==> src/rtl/prize_pkg.sv <==
// prize_pkg: shared FSM states, grid geometry and cell type for the prize scheduler
package prize_pkg;
  localparam int COL_W = 4;
  localparam int ROW_W = 3;
  typedef enum logic [1:0] {IDLE, REQ, CHECK, PLACE} state_e;
  typedef struct packed {
    logic [COL_W-1:0] col;
    logic [ROW_W-1:0] row;
  } cell_t;
endpackage

==> src/rtl/prize_slot.sv <==
// prize_slot: one prize slot (active flag, cell, lifetime countdown, collect/expire)
// Ports: clk/reset; enable_i/tick_i pace the lifetime; collect_i retires a live prize;
// load_i/cell_i place a new prize; active_o/cell_o show the slot; expire_o flags a timeout.
module prize_slot import prize_pkg::*; #(
  parameter int LIFETIME = 600,
  localparam int LW = $clog2(LIFETIME + 1)
) (
  input  logic  clk,
  input  logic  reset,
  input  logic  enable_i,
  input  logic  tick_i,
  input  logic  collect_i,
  input  logic  load_i,
  input  cell_t cell_i,
  output logic  active_o,
  output cell_t cell_o,
  output logic  expire_o
);
  logic active_q;
  cell_t cell_q;
  logic [LW-1:0] life_q;
  logic tick_en;
  assign tick_en = enable_i & tick_i;
  // collect wins over a same-cycle timeout, so no expiry is reported then
  assign expire_o = active_q & tick_en & ~collect_i & (life_q == LW'(1));
  assign active_o = active_q;
  assign cell_o = cell_q;
  always_ff @(posedge clk) begin
    if (reset) begin
      active_q <= 1'b0;
      cell_q <= '0;
      life_q <= '0;
    end else if (load_i) begin
      active_q <= 1'b1;
      cell_q <= cell_i;
      life_q <= LW'(LIFETIME);
    end else if ((collect_i & active_q) | expire_o) begin
      active_q <= 1'b0;
      life_q <= '0;
    end else if (active_q & tick_en) begin
      life_q <= life_q - 1'b1;
    end
  end
endmodule

==> src/rtl/prize_spawn_scheduler.sv <==
// prize_spawn_scheduler: frame-paced prize spawning via a random source into NUM_SLOTS slots
// Ports: clk/reset; enable freezes timers and aborts a spawn; startOfFrame paces timers;
// rand_req/rand_valid/rand_value form the random handshake; collect retires slots;
// slot_active/slot_col/slot_row expose slots; spawn_pulse/expire_pulse mark placements/timeouts.
module prize_spawn_scheduler import prize_pkg::*; #(
  parameter int NUM_SLOTS = 4,
  parameter int RAND_W = 10,
  parameter int SPAWN_PERIOD = 120,
  parameter int LIFETIME = 600,
  parameter int MAX_RETRY = 3
) (
  input  logic                       clk,
  input  logic                       reset,
  input  logic                       enable,
  input  logic                       startOfFrame,
  output logic                       rand_req,
  input  logic                       rand_valid,
  input  logic [RAND_W-1:0]          rand_value,
  input  logic [NUM_SLOTS-1:0]       collect,
  output logic [NUM_SLOTS-1:0]       slot_active,
  output logic [NUM_SLOTS*COL_W-1:0] slot_col,
  output logic [NUM_SLOTS*ROW_W-1:0] slot_row,
  output logic                       spawn_pulse,
  output logic                       expire_pulse
);
  localparam int TW = SPAWN_PERIOD > 1 ? $clog2(SPAWN_PERIOD) : 1;
  localparam int RW = MAX_RETRY > 0 ? $clog2(MAX_RETRY + 1) : 1;
  state_e state_q, state_d;
  logic [TW-1:0] timer_q, timer_d;
  logic [RW-1:0] retry_q, retry_d;
  logic flag_q, flag_d;
  cell_t cell_q, cell_d;
  cell_t slot_cell [NUM_SLOTS];
  logic [NUM_SLOTS-1:0] hit, expire, free, lowest, load;
  logic tick, wrap;
  logic unused_rand;
  assign unused_rand = ^rand_value[RAND_W-1:COL_W+ROW_W];
  genvar i;
  generate
    for (i = 0; i < NUM_SLOTS; i++) begin : g_slot
      prize_slot #(.LIFETIME(LIFETIME)) u_slot (
        .clk       (clk),
        .reset     (reset),
        .enable_i  (enable),
        .tick_i    (startOfFrame),
        .collect_i (collect[i]),
        .load_i    (load[i]),
        .cell_i    (cell_q),
        .active_o  (slot_active[i]),
        .cell_o    (slot_cell[i]),
        .expire_o  (expire[i])
      );
      assign slot_col[i*COL_W +: COL_W] = slot_cell[i].col;
      assign slot_row[i*ROW_W +: ROW_W] = slot_cell[i].row;
      assign hit[i] = slot_active[i] && (slot_cell[i] == cell_q);
    end
  endgenerate
  // a slot collected this cycle counts as free, so a same-cycle placement may reuse it
  assign free = ~slot_active | collect;
  assign lowest = free & (~free + 1'b1);
  assign expire_pulse = |expire;
  assign tick = enable & startOfFrame;
  assign wrap = tick && (timer_q == TW'(SPAWN_PERIOD - 1));
  assign timer_d = wrap ? '0 : tick ? timer_q + 1'b1 : timer_q;
  assign rand_req = (state_q == REQ);
  always_comb begin
    state_d = state_q;
    retry_d = retry_q;
    cell_d = cell_q;
    flag_d = flag_q | wrap;
    load = '0;
    spawn_pulse = 1'b0;
    if (!enable) begin
      state_d = IDLE;
      retry_d = '0;
    end else begin
      case (state_q)
        IDLE: if (flag_q && !(&slot_active)) begin
          state_d = REQ;
          flag_d = wrap;
        end
        REQ: if (rand_valid) begin
          cell_d.col = rand_value[COL_W-1:0];
          cell_d.row = rand_value[COL_W+ROW_W-1:COL_W];
          state_d = CHECK;
        end
        CHECK: if (|hit) begin
          state_d = (retry_q == RW'(MAX_RETRY)) ? IDLE : REQ;
          retry_d = (retry_q == RW'(MAX_RETRY)) ? '0 : retry_q + 1'b1;
        end else begin
          state_d = PLACE;
        end
        PLACE: begin
          load = lowest;
          spawn_pulse = |lowest;
          retry_d = '0;
          state_d = IDLE;
        end
      endcase
    end
    if (&slot_active) flag_d = 1'b0;
  end
  always_ff @(posedge clk) begin
    if (reset) begin
      state_q <= IDLE;
      timer_q <= '0;
      retry_q <= '0;
      flag_q <= 1'b0;
      cell_q <= '0;
    end else begin
      state_q <= state_d;
      timer_q <= timer_d;
      retry_q <= retry_d;
      flag_q <= flag_d;
      cell_q <= cell_d;
    end
  end
endmodule
==> config.mk <==
export PLATFORM = sky130hd
export DESIGN_NAME = prize_spawn_scheduler
export DESIGN_NICKNAME = d
export VERILOG_FILES = /design/src/rtl/prize_pkg.sv /design/src/rtl/prize_slot.sv /design/src/rtl/prize_spawn_scheduler.sv
export SDC_FILE = /design/constraint.sdc
export NUM_CORES = 1
export LEC_CHECK = 0
export CAP_MARGIN = 0
export CORE_MARGIN = 2
export CORE_UTILIZATION = 48
export CTS_CLUSTER_SIZE = 30
export DETAILED_ROUTE_END_ITERATION = 8
export DONT_BUFFER_PORTS = 1
export PLACE_DENSITY = 0.65
export SLEW_MARGIN = 20
export SYNTH_ARGS = -nofsm -noshare
export SYNTH_HDL_FRONTEND = slang
export SYNTH_HIERARCHICAL = 1
export SYNTH_SLANG_ARGS = --single-unit
==> constraint.sdc <==
create_clock -name clk -period 3 [get_ports clk]
set_input_delay 0.15 -clock clk [delete_from_list [all_inputs] [get_ports clk]]
set_output_delay 0.15 -clock clk [all_outputs]
set_load 0.03 [all_outputs]
==> impl_results.md <==
- Most used DFF post-synth: dfxtp_1
- Peak Freq: 0.449 GHz
- Psw: 475 µW
- Initial antenna violation count: 0
- Register area share after synthesis: 39.0%
- Skew final: 0.0144 ns
- Diodes inserted: 0
- Drt initial violations: 213
- Synth Cell Area: 4670 µm²
- I/O pins: 54
- Vias per cell: 5.59
- Post-CTS Setup Bufs: 0
- Number of global-route vias before repair: 3649
- Post-DP HPWL: 7420 µm
- CTS resizes: 0
- Synth Net Count: 567
- Largest net degree at the start of global routing: 60
- Layout net count: 576
- Via Count: 3804
- Die span in y: 103 µm
- Crit-path max FO: 10
- Yosys warns: 6
- CTS tree: done
- First-pass GRT wire length: 18000 µm
- Post-Route WL: 10900 µm
- Wirelength per Cell: 16.0 µm
- Total grt overflow: 0
- Period minus WS final: 2.23 ns
- Post-synth top area share: 39.0%
- Final count of hold timing violations: 0
- Drt drc: 0
- Cell taking the most area after synthesis: dfxtp_1
- Placed insts: 650
- Pre-Repair DR Iteration Count: 4
- RR Startpoint: g_slot[1].u_slot/active_o
- # setup viols final: 0
- Max-slew headroom: 39.0%
- Die X-Extent: 103 µm
- EDFF count, synth: 0
- Final TNS setup: 0 ns
- Flop pwr share: 59.6%
- Worst Tran Pin Value: 0.902 ns
- Slew Limit Fails: 0
- Worst hold path type: input pin to register
- Run status: finished, final reports clean
- Number of buffers created by CTS: 9
- Row count: 35
- CP arrival: 2.43 ns
- Root Buffer: clkbuf_8
- Synth Area in Compound Gates: 8.39%
- Most frequent cells in the layout: dfxtp_1, nor2_1, xnor2_1, mux2i_1, nand2_1
- Clock Latency Late Sink: 0.35 ns
- P_int: 1.56 mW
- Longest Clk Path Bufs: 2
- Hold Buf Count CTS: 15
- Share of post-route cells with drive strength above 1: 8.33%
- Switching part of the total: 23.4%
- Synth top area cells: dfxtp_1, mux2i_1, xnor2_1
- Max-cap violations: 0
- Leak pwr: 1.82 nW
- Core footprint: 9330 µm²
- H-tree level count: 3
- Comb pwr share: 2.9%
- Final instance area: 5140 µm²
- Placed Area: 4790 µm²
- Routed Antenna Nets: 0
- Unrepaired setup endpoints after global routing: false
- Clock-pin slew on the worst setup and hold paths: 0.09 ns
- CP required: 3.21 ns
- Gate Count Post-Synth: 538
- CP startpoint: g_slot[1].u_slot/active_o
- Clk pwr share: 37.5%
- GPL Wtd Cong: 0.845
- Clock tree sinks: 91
- Largest family of logic cells by synthesized area: simple AND/OR/NAND/NOR gates
- Asr flop ratio synth: 0%
- Distinct cells, synth: 39
- Simple-gate area share of the yosys netlist: 27.4%
- Peak supply drop: 0.280 mV
- Cell Pwr Density: 395 nW/µm²
- Period utilization: 74.2%
- Mean Syn Cell Area: 8.68 µm²
- Worst setup SP type: register
- Die area: 10500 µm²
- Gr usage total: 21.7%
- Setup CP Type: register to register
- Leading cell type in the layout, fill and taps excluded: dfxtp_1
- IO buf count: 0
- Post-synthesis adder-cell area fraction: 2.68%
- Area share of xor/xnor cells in the synthesized design: 10.7%
- Flops & latches, synth: 91
- Fin cells: 681
- Synth-to-layout area growth: 10.0%
- CP endpoint kind: register
- Hold Startpoint: reset
- Starting Density: 50.1%
- Mux cell area share after synthesis: 8.79%
==> cell families after synthesis <==
logic type / count (synthesis)
AOI/OAI and AO/OA: 67
xor gates and xnor gates: 57
adders and majority gates: 10
buffers and inverters: 36
DFF: 91
muxes: 41
and+or+nand+nor: 236
==> sequential cells by signal (all words and copies together), names as in the netlist <==
register	count
state_q	2
g_slot.u_slot/life_q	40
g_slot.u_slot/cell_o	28
flag_q	1
g_slot.u_slot/active_o	4
cell_q	7
retry_q	2
timer_q	7
==> per-layer routing <==
metal	GRT usage (%)	wire (µm)	share of wire (%)	vias to the layer above
li1	-	-	-	1896
met2	32.6	4830	44	88
met1	29.8	5190	48	1803
met3	5.69	670	6.1	17
met5	0	0	0	-
met4	8.41	209	1.9	0
==> final timing paths <==
check	to	slack [ns]	cells past startpoint
worst min register to register	flag_q	0.48	2
worst max register to register	g_slot[2].u_slot/life_q[1]	0.77	5
worst max-delay path	g_slot[2].u_slot/life_q[1]	0.77	5
worst min-delay path	g_slot[2].u_slot/life_q[4]	0.03	3
==> synthesized netlist by cell type (4+ instances only) <==
master and n:
nand4_1 9, nor4_4 4, or4_4 4, nor4_1 5, nand3_2 4, nor2_1 85, inv_1 13, nor2b_1 10
buf_2 7, clkbuf_1 12, ha_1 10, xor2_1 14, mux2i_1 41, and3_1 4, nand2b_1 7, nand2_2 4
dfxtp_1 91, a211oi_1 5, nand2_1 36, nor3b_1 9, o211ai_1 4, o21ai_0 4, or3_2 4, a21oi_1 30
xnor2_1 43, a31oi_1 10, or4b_1 4, nand3_1 17, o22ai_1 12, buf_1 4, nor3_1 17, or4_1 6
==> power groups by stage <==
stage / combinational [mW] / clock, mW / sequential, mW
final: 0.0588 / 0.762 / 1.21
after global routing: 0.0643 / 0.831 / 1.21
after floorplan: 0.0297 / 0 / 1.24
after detailed placement: 0.0262 / 0 / 1.24
after CTS: 0.0586 / 0.788 / 1.21
after global placement: 0.0256 / 0 / 1.24
==> final cells by class <==
type | count | area (µm²)
Multi-Input combinational cell | 411 | 2710
Tap cell | 129 | 161
Clock buffer | 10 | 138
Clock inverter | 6 | 41.3
Inverter | 13 | 48.8
Sequential cell | 91 | 1820
Fill cell | 875 | 4190
Timing Repair Buffer | 21 | 213
==> worst max-delay path, stage by stage, from the launching register on <==
cell and delay (ns):
dfxtp_1 0.72, nor2b_1 0.32, nor3b_2 0.56, inv_1 0.12, o211ai_1 0.27, a211oi_1 0.10
==> per-stage QoR <==
step,total power [mW],hold WS [ns],utilization (%),setup WS (ns)
after floorplan,1.27,0.219,-,0.904
after global placement,1.26,0.229,51.4,0.865
after detailed placement,1.26,0.229,51.4,0.805
after CTS,2.06,0.00462,55.1,0.793
after global routing,2.11,0.0381,55.1,0.548
final,2.03,0.0320,55.1,0.774
(Power assumes the default switching activity.)
